File: src/rtl/chacha_state_gen.sv
// ChaCha20 initial-state generator: expands one key/nonce/counter configuration into
// a stream of 4x4 block states, LANES consecutive blocks per output beat.
module chacha_state_gen #(
  parameter int unsigned LANES = 1,
  parameter int unsigned CTR_W = 32,
  parameter int unsigned NB_W  = 16
) (
  input  logic                          clk,
  input  logic                          rst_n,
  input  logic                          cfg_valid,
  output logic                          cfg_ready,
  input  logic [7:0][31:0]              key,
  input  logic [127-CTR_W:0]            nonce,
  input  logic [CTR_W-1:0]              ctr_init,
  input  logic [NB_W-1:0]               num_blocks,
  input  logic                          abort,
  output logic                          st_valid,
  input  logic                          st_ready,
  output logic [LANES-1:0][15:0][31:0]  st_data,
  output logic [CTR_W-1:0]              st_ctr,
  output logic [LANES-1:0]              st_lane_en,
  output logic                          st_last,
  output logic                          busy,
  output logic                          ctr_ovf
);

  localparam int unsigned NONCE_WORDS = (128 - CTR_W) / 32;
  localparam int unsigned CTR_WORDS   = CTR_W / 32;
  // Wide enough to hold ctr_init + num_blocks - 1 without losing the carry.
  localparam int unsigned SUM_W       = ((CTR_W > NB_W) ? CTR_W : NB_W) + 1;
  localparam int unsigned REM_W       = NB_W + 4;
  localparam logic [REM_W-1:0] LANES_C = REM_W'(LANES);
  localparam logic [3:0][31:0] SIGMA = {32'h6b206574, 32'h79622d32, 32'h3320646e, 32'h61707865};

  if (!(CTR_W == 32 || CTR_W == 64)) begin : gen_bad_ctr_w
    $error("chacha_state_gen: CTR_W must be 32 or 64");
  end
  if (LANES < 1 || LANES > 8) begin : gen_bad_lanes
    $error("chacha_state_gen: LANES must be 1..8");
  end

  typedef enum logic [0:0] {StIdle, StGen} state_e;

  state_e                  state_q, state_d;
  logic [7:0][31:0]        key_q, key_d;
  logic [127-CTR_W:0]      nonce_q, nonce_d;
  logic [CTR_W-1:0]        ctr_q, ctr_d;
  logic [NB_W-1:0]         rem_q, rem_d;
  logic                    ovf_q, ovf_d;

  logic [SUM_W-1:0]        end_ctr;
  logic                    wrap;
  logic [REM_W-1:0]        ext_rem;
  logic                    last_beat;
  logic [CTR_W-1:0]        lane_ctr;

  // Counter of the final requested block; any bit above CTR_W means an enabled lane would wrap.
  assign end_ctr   = SUM_W'(ctr_init) + SUM_W'(num_blocks) - SUM_W'(1);
  assign wrap      = |end_ctr[SUM_W-1:CTR_W];
  assign ext_rem   = {4'b0000, rem_q};
  assign last_beat = (ext_rem <= LANES_C);

  assign cfg_ready = (state_q == StIdle);
  assign busy      = (state_q == StGen);
  assign st_valid  = busy;
  assign ctr_ovf   = ovf_q;

  // Next-state: config latch and wrap check in idle, counter/remaining update per accepted beat.
  always_comb begin
    state_d = state_q;
    key_d   = key_q;
    nonce_d = nonce_q;
    ctr_d   = ctr_q;
    rem_d   = rem_q;
    ovf_d   = ovf_q;
    unique case (state_q)
      StIdle: begin
        if (cfg_valid) begin
          key_d   = key;
          nonce_d = nonce;
          ctr_d   = ctr_init;
          rem_d   = num_blocks;
          ovf_d   = 1'b0;
          if (num_blocks != '0) begin
            if (wrap) ovf_d = 1'b1;
            else      state_d = StGen;
          end
        end
      end
      StGen: begin
        if (abort) begin
          state_d = StIdle;
        end else if (st_ready) begin
          ctr_d = ctr_q + CTR_W'(LANES);
          if (last_beat) begin
            rem_d   = '0;
            state_d = StIdle;
          end else begin
            // rem_q > LANES here, so LANES fits in NB_W bits.
            rem_d = rem_q - LANES_C[NB_W-1:0];
          end
        end
      end
      default: state_d = StIdle;
    endcase
  end

  // Beat assembly from latched config; everything reads zero outside GEN.
  always_comb begin
    st_data    = '0;
    st_ctr     = '0;
    st_lane_en = '0;
    st_last    = 1'b0;
    lane_ctr   = '0;
    if (state_q == StGen) begin
      st_ctr  = ctr_q;
      st_last = last_beat;
      for (int i = 0; i < int'(LANES); i++) begin
        lane_ctr       = ctr_q + CTR_W'(i);
        st_lane_en[i]  = (ext_rem > REM_W'(i));
        st_data[i][3:0] = SIGMA;
        for (int k = 0; k < 8; k++) begin
          st_data[i][4+k] = key_q[k];
        end
        for (int j = 0; j < int'(CTR_WORDS); j++) begin
          st_data[i][12+j] = lane_ctr[32*j +: 32];
        end
        for (int k = 0; k < int'(NONCE_WORDS); k++) begin
          st_data[i][12+CTR_WORDS+k] = nonce_q[32*k +: 32];
        end
      end
    end
  end

  // State registers with synchronous active-low reset.
  always_ff @(posedge clk) begin
    if (!rst_n) begin
      state_q <= StIdle;
      key_q   <= '0;
      nonce_q <= '0;
      ctr_q   <= '0;
      rem_q   <= '0;
      ovf_q   <= 1'b0;
    end else begin
      state_q <= state_d;
      key_q   <= key_d;
      nonce_q <= nonce_d;
      ctr_q   <= ctr_d;
      rem_q   <= rem_d;
      ovf_q   <= ovf_d;
    end
  end

endmodule

File: config.mk
export PLATFORM = sky130hd
export DESIGN_NAME = chacha_state_gen
export DESIGN_NICKNAME = d
export VERILOG_FILES = /design/src/rtl/chacha_state_gen.sv
export SDC_FILE = /design/constraint.sdc
export NUM_CORES = 1
export LEC_CHECK = 0
export BUFFER_PORTS_ARGS = -buffer_cell sky130_fd_sc_hd__buf_2
export CORE_AREA = 5 5 371 373
export DETAILED_ROUTE_END_ITERATION = 8
export DIE_AREA = 0 0 376 378
export GPL_ROUTABILITY_DRIVEN = 0
export PLACE_DENSITY_LB_ADDON = 0.08
export SYNTH_ARGS = -nofsm -noshare
export SYNTH_HDL_FRONTEND = slang
export SYNTH_SLANG_ARGS = --single-unit
File: constraint.sdc
create_clock -name clk -period 3.4 [get_ports clk]
set_input_delay 0.68 -clock clk [delete_from_list [all_inputs] [get_ports clk]]
set_output_delay 0.68 -clock clk [all_outputs]
set_load 0.05 [all_outputs]
* Word-level counts from Yosys, hierarchy flattened
Index checks and enable logic that the tools add are counted.
** Storage, ports and cells
- Word-level logic and storage cells :: 48
- Output and inout port bits :: 550
- Input port bits :: 405
- Register bits :: 402
** Operators by class
- Mux-type cells :: 22
- Add/sub/neg operators :: 4
- Reductions and logical operators :: 3
- Order comparisons :: 2
- Equality and inequality tests :: 3
- Bitwise operators :: 1
** Operators with widths (number)
- $mux W512 :: 1
- $mux W32 :: 4
- $mux W16 :: 4
- $pmux W32 S2 :: 1
- $add A32 B16 Y33 :: 1
- $sub A33 B1 Y33 const B :: 1
- $add A32 B1 Y32 const B :: 1
- $pmux W16 S2 :: 1
- $gt A16 B1 Y1 const B :: 1
- $le A16 B1 Y1 const B :: 1
- $reduce_bool A16 Y1 :: 1
- $sub A16 B1 Y16 const B :: 1
- $mux W1 :: 10
- $ne A2 B2 Y1 const B :: 3
- $reduce_and A3 Y1 :: 1
- $pmux W1 S2 :: 1
- $reduce_and A2 Y1 :: 1
- $not A1 Y1 :: 1

* Logic depth before layout (Yosys ltp)
- Depth after elaboration :: 6
- Depth in mapped cells :: 11
- Gate-level depth less buffers :: 11

* Least setup slack after synthesis
OpenSTA, ideal clock, no wires.
- Path kind :: reg2out
- Start :: reg state_q, in the netlist busy
- End :: out st_data[388] in the netlist's numbering
- Arrival time :: 3673 ps
- Buffers on the path :: 3
- Data required time :: 2720 ps
- Cell stages (with the launch flop) :: 6
- Slack :: -953 ps
- Cell sequence :: dfxtp_1 -> clkbuf_1 -> clkinv_1 -> buf_1 -> nor2_1 -> buf_4
** RTL lines
- start, declared :: RTL line 44 : state_e state_q, state_d;
- start signal, assigned :: RTL line 138 : state_q <= StIdle;
- start signal, assigned :: RTL line 145 : state_q <= state_d;
- end, declared :: RTL line 19 : output logic [LANES-1:0][15:0][31:0] st_data,

* Final worst setup path
- Start :: reg rem_q[7]
- End :: out st_last
** On the way
- Word-level cells in the longest chain between the ends :: 2
** RTL lines
- start, declared :: RTL line 48 : logic [NB_W-1:0] rem_q, rem_d;
- start signal, assigned :: RTL line 149 : rem_q <= rem_d;
- $le A16 B1 Y1 :: RTL line 61 : assign last_beat = (ext_rem <= LANES_C);
- $mux W1 :: RTL line 115 : if (state_q == StGen) begin
- end, declared :: RTL line 22 : output logic st_last,
No other way between the ends.

==> impl_results.md <==
- Slew @ Worst Pin: approximately 580 ps
- Starting density of the core: 14.81%
- Hold crit path type: in -> reg
- PortBufs: 882
- Final Cycle Share: a little over nine tenths
- Initial antenna violation count: 56
- Cells after Synth: roughly 2,700
- Routed Antenna Nets: 0
- RSZ-0062 raised after global routing: false
- Rel. slew slack: 61.03%
- Vias per cell: about 3.8
- Lkg Pwr: 13.15 nW
- Crit path top cell by count: or4_4
- Hold slack: 254.0 ps
- Max cap viols: 0
- Die W: 376 um
- Clock sinks: roughly 400
- Status: completed
- Synthesis-stage register bit count: roughly 400
- Final setup fails: 0
- Nets@finish: ~3,900
- Largest net degree at the start of global routing: about 110
- Vias after detailed routing: a little over 20,000
- CTS Buffer Depth: 3
- Critical path class: reg -> out
- First-pass DRT Iterations: 5
- Dpl hpwl: roughly 79,000 um
- Finished Core Util: between 20 and 25%
- Crit-path max cell delay: 570 ps
- Final Hold Fails: 0
- Layout cell share with drive strength beyond 1: between 30% and 40%
- DRC: 0
- Critical path capture point type: primary output
- CTS tree: yes
- Mean Syn Cell Area: about 7.3 um2
- Number of distinct library cells after synthesis: 57
- Worst skew pair latency: between 600 and 700 ps
- First-pass GRT wire length: ~150,000 um
- IO Pins: around 960
- Hold Path Stages: 3
- Area Growth Syn to Fin: 39.42%
- # fillers: about 16,000
- DR WL/cell: slightly below 20 um
- DIE AREA: about 140,000 um2
- Worst-path clk slew: 60 ps
- Pwr/cell area: approximately 540 nW/um2
- Post-synth top flop: dfxtp_1
- Buffers & Inverters on Critical Path: 1
- Number of synthesized flops with an enable pin: 0
- Rows: roughly 140
- Worst reg-to-reg path cell count: 8
- Fmax: 0.3018 GHz
- Crit-path cells: or4_4 -> or2_4 -> or4_4 -> nor2_4 -> buf_8
- Multi-input logic area: 9876 um2
- Tmin final: roughly 3300 ps
- Crit path DAT: 2630 ps
- CP delay by family, top: simple AND/OR/NAND/NOR gates
- GRT Residual Overflow: 0
- Core ar.: 134,300 um2
- Post-Syn Area: between 15,000 and 20,000 um2
- Async SR Flop Fraction: 0%
- Worst setup SP type: register
- Yosys warnings: 0
- Sequential-to-total area share from yosys stat: 40.46%
- Vias in the first global route: 20,370
- Register area: about 8100 um2
- Slowest stage cell, crit path: or4_4
- Worst VDD drop: 338.9 uV
- Violation count after the first detailed-routing iteration: 811
- Final wirelength: 104,100 um
- Die Y: between 300 and 400 um
- Worst Path Max Fanout: 2
- Num CTS Buffers: 58
- GRT Total Usage: between 10% and 20%
- CTS root buf: clkbuf_16
- Clock Skew: 19.08 ps
- Crit path required time: approximately 2700 ps
- WP depth: 5
- Slew Limit Fails: 0
- CTS H-tree lvls: 2
cells in the final DEF, fill, tap and decap left out, types with 6 or more instances in the layout:
cell type / synthesis / final
a21oi_1: 405 / 405
nor3_1: 18 / 18
buf_12: 0 / 12
o21ai_0: 45 / 45
nand4_1: 13 / 13
nor4_1: 17 / 16
nor2_1: 57 / 52
diode_2: 0 / 23
ha_1: 48 / 48
a211oi_1: 6 / 6
buf_2: 0 / 881
inv_1: 87 / 87
clkbuf_8: 0 / 20
clkinv_2: 0 / 11
nand3_1: 19 / 19
clkbuf_16: 0 / 60
o22ai_1: 16 / 16
nand2_1: 761 / 760
clkbuf_1: 177 / 8
buf_4: 161 / 55
dfxtp_1: 402 / 398
conb_1: 1 / 72
and2_1: 383 / 383
where the power goes:
part / total (W) / leakage [nW] / internal [W] / switching (W)
sequential: 0.00528 / 3.31 / 0.00506 / 0.000225
clock: 0.00660 / 1.04 / 0.00404 / 0.00256
combinational: 0.00301 / 8.80 / 0.000838 / 0.00217
total: 0.0149 / 13.1 / 0.00993 / 0.00495
flip-flops by register name, summed over array words and instances (netlist names):
register and cells:
rem_q 16, busy 1, ctr_ovf 1, ctr_q 32
nonce_q 96, key_q 256
logic make-up after synthesis:
kind of cell | after synthesis | share of synthesized area [%]
AOI/OAI and AO/OA | 519 | 14.22
muxes | 5 | 0.2516
xor gates and xnor gates | 4 | 0.1761
other | 1 | 0.01885
DFF | 402 | 40.46
buffers and inverters | 441 | 11.47
and+or+nand+nor | 1296 | 30.38
adders and majority gates | 48 | 3.019
metal layers:
layer	vias up	wire length [um]	global-route usage (%)
li1	10010	-	-
met1	9474	41830	15.91
met2	617	50220	23.50
met3	174	9077	5.324
met4	46	2640	4.027
met5	-	294	0
metrics by stage:
step	power, W	std cells	setup WS, ps	instance area (um2)	TNS, ps
4_1_cts	0.01533	5273	-4.311	27670	-4.311
3_3_place_gp	0.008472	5161	391.0	25520	0
2_1_floorplan	0.007497	2787	139.0	20170	0
3_5_place_dp	0.008444	5161	361.3	25520	0
6_report	0.01489	5296	86.22	27730	0
5_1_grt	0.01571	5283	5.388	27700	0
final timing paths:
check              from          to  slack, ps
min             key[73]   key_q[73]        250
min reg2reg  key_q[127]  key_q[127]        450
max            rem_q[7]     st_last         90
max reg2reg    rem_q[7]    rem_q[7]        750
worst register-to-register path, cell delays in order, from the launching register on:
cell and delay [ps]:
dfxtp_4 340, or4_4 510, or2_4 280, buf_4 180, o41ai_4 550, buf_4 240, o21ai_0 90, a221oi_1 280
nor2_1 60
cell type report:
class	count	area share [%]
clock inverter	20	1.020
inverter	89	1.232
clock buffer	88	6.515
multi-input combinational	1944	35.61
sequential	402	29.07
tap	1781	8.036
timing repair buffer	949	18.31
antenna	23	0.2076
cell usage after synthesis (all sizes together), types with 3 or more instances:
| cell | instances | area [um2] |
|---|---|---|
| inv | 87 | 326.6 |
| ha | 48 | 600.6 |
| a31oi | 4 | 25.02 |
| xnor2 | 4 | 35.03 |
| clkbuf | 177 | 664.4 |
| and3 | 5 | 31.28 |
| nor2 | 57 | 214.0 |
| dfxtp | 402 | 8048 |
| nand3 | 20 | 105.1 |
| a32oi | 4 | 35.03 |
| buf | 175 | 1284 |
| o41ai | 3 | 45.05 |
| mux2i | 5 | 50.05 |
| a22oi | 5 | 37.54 |
| nand4 | 13 | 81.33 |
| nor2b | 3 | 18.77 |
| nor3 | 18 | 90.09 |
| or2 | 3 | 18.77 |
| o21ai | 45 | 225.2 |
| o221ai | 3 | 26.28 |
| nor4 | 17 | 106.4 |
| or4 | 3 | 30.03 |
| o22ai | 16 | 100.1 |
| a21oi | 405 | 2027 |
| and2 | 383 | 2396 |
| a221oi | 4 | 47.55 |
| nand2b | 4 | 25.02 |
| and4 | 3 | 26.28 |
| a211oi | 6 | 45.04 |
| o221a | 4 | 45.04 |
| nand2 | 762 | 2863 |
repair_timing:
| item | in CTS | in global routing |
|---|---|---|
| hold endpoints to repair | 0 | 0 |
| hold buffers | 0 | 0 |
| endpoints found under the setup margin | 1 | 1 |
| pin swaps | 4 | 0 |
| gates resized for setup | 11 | 1 |
| setup buffers | 4 | 0 |
Note: power is estimated with default switching activity, not from simulation.
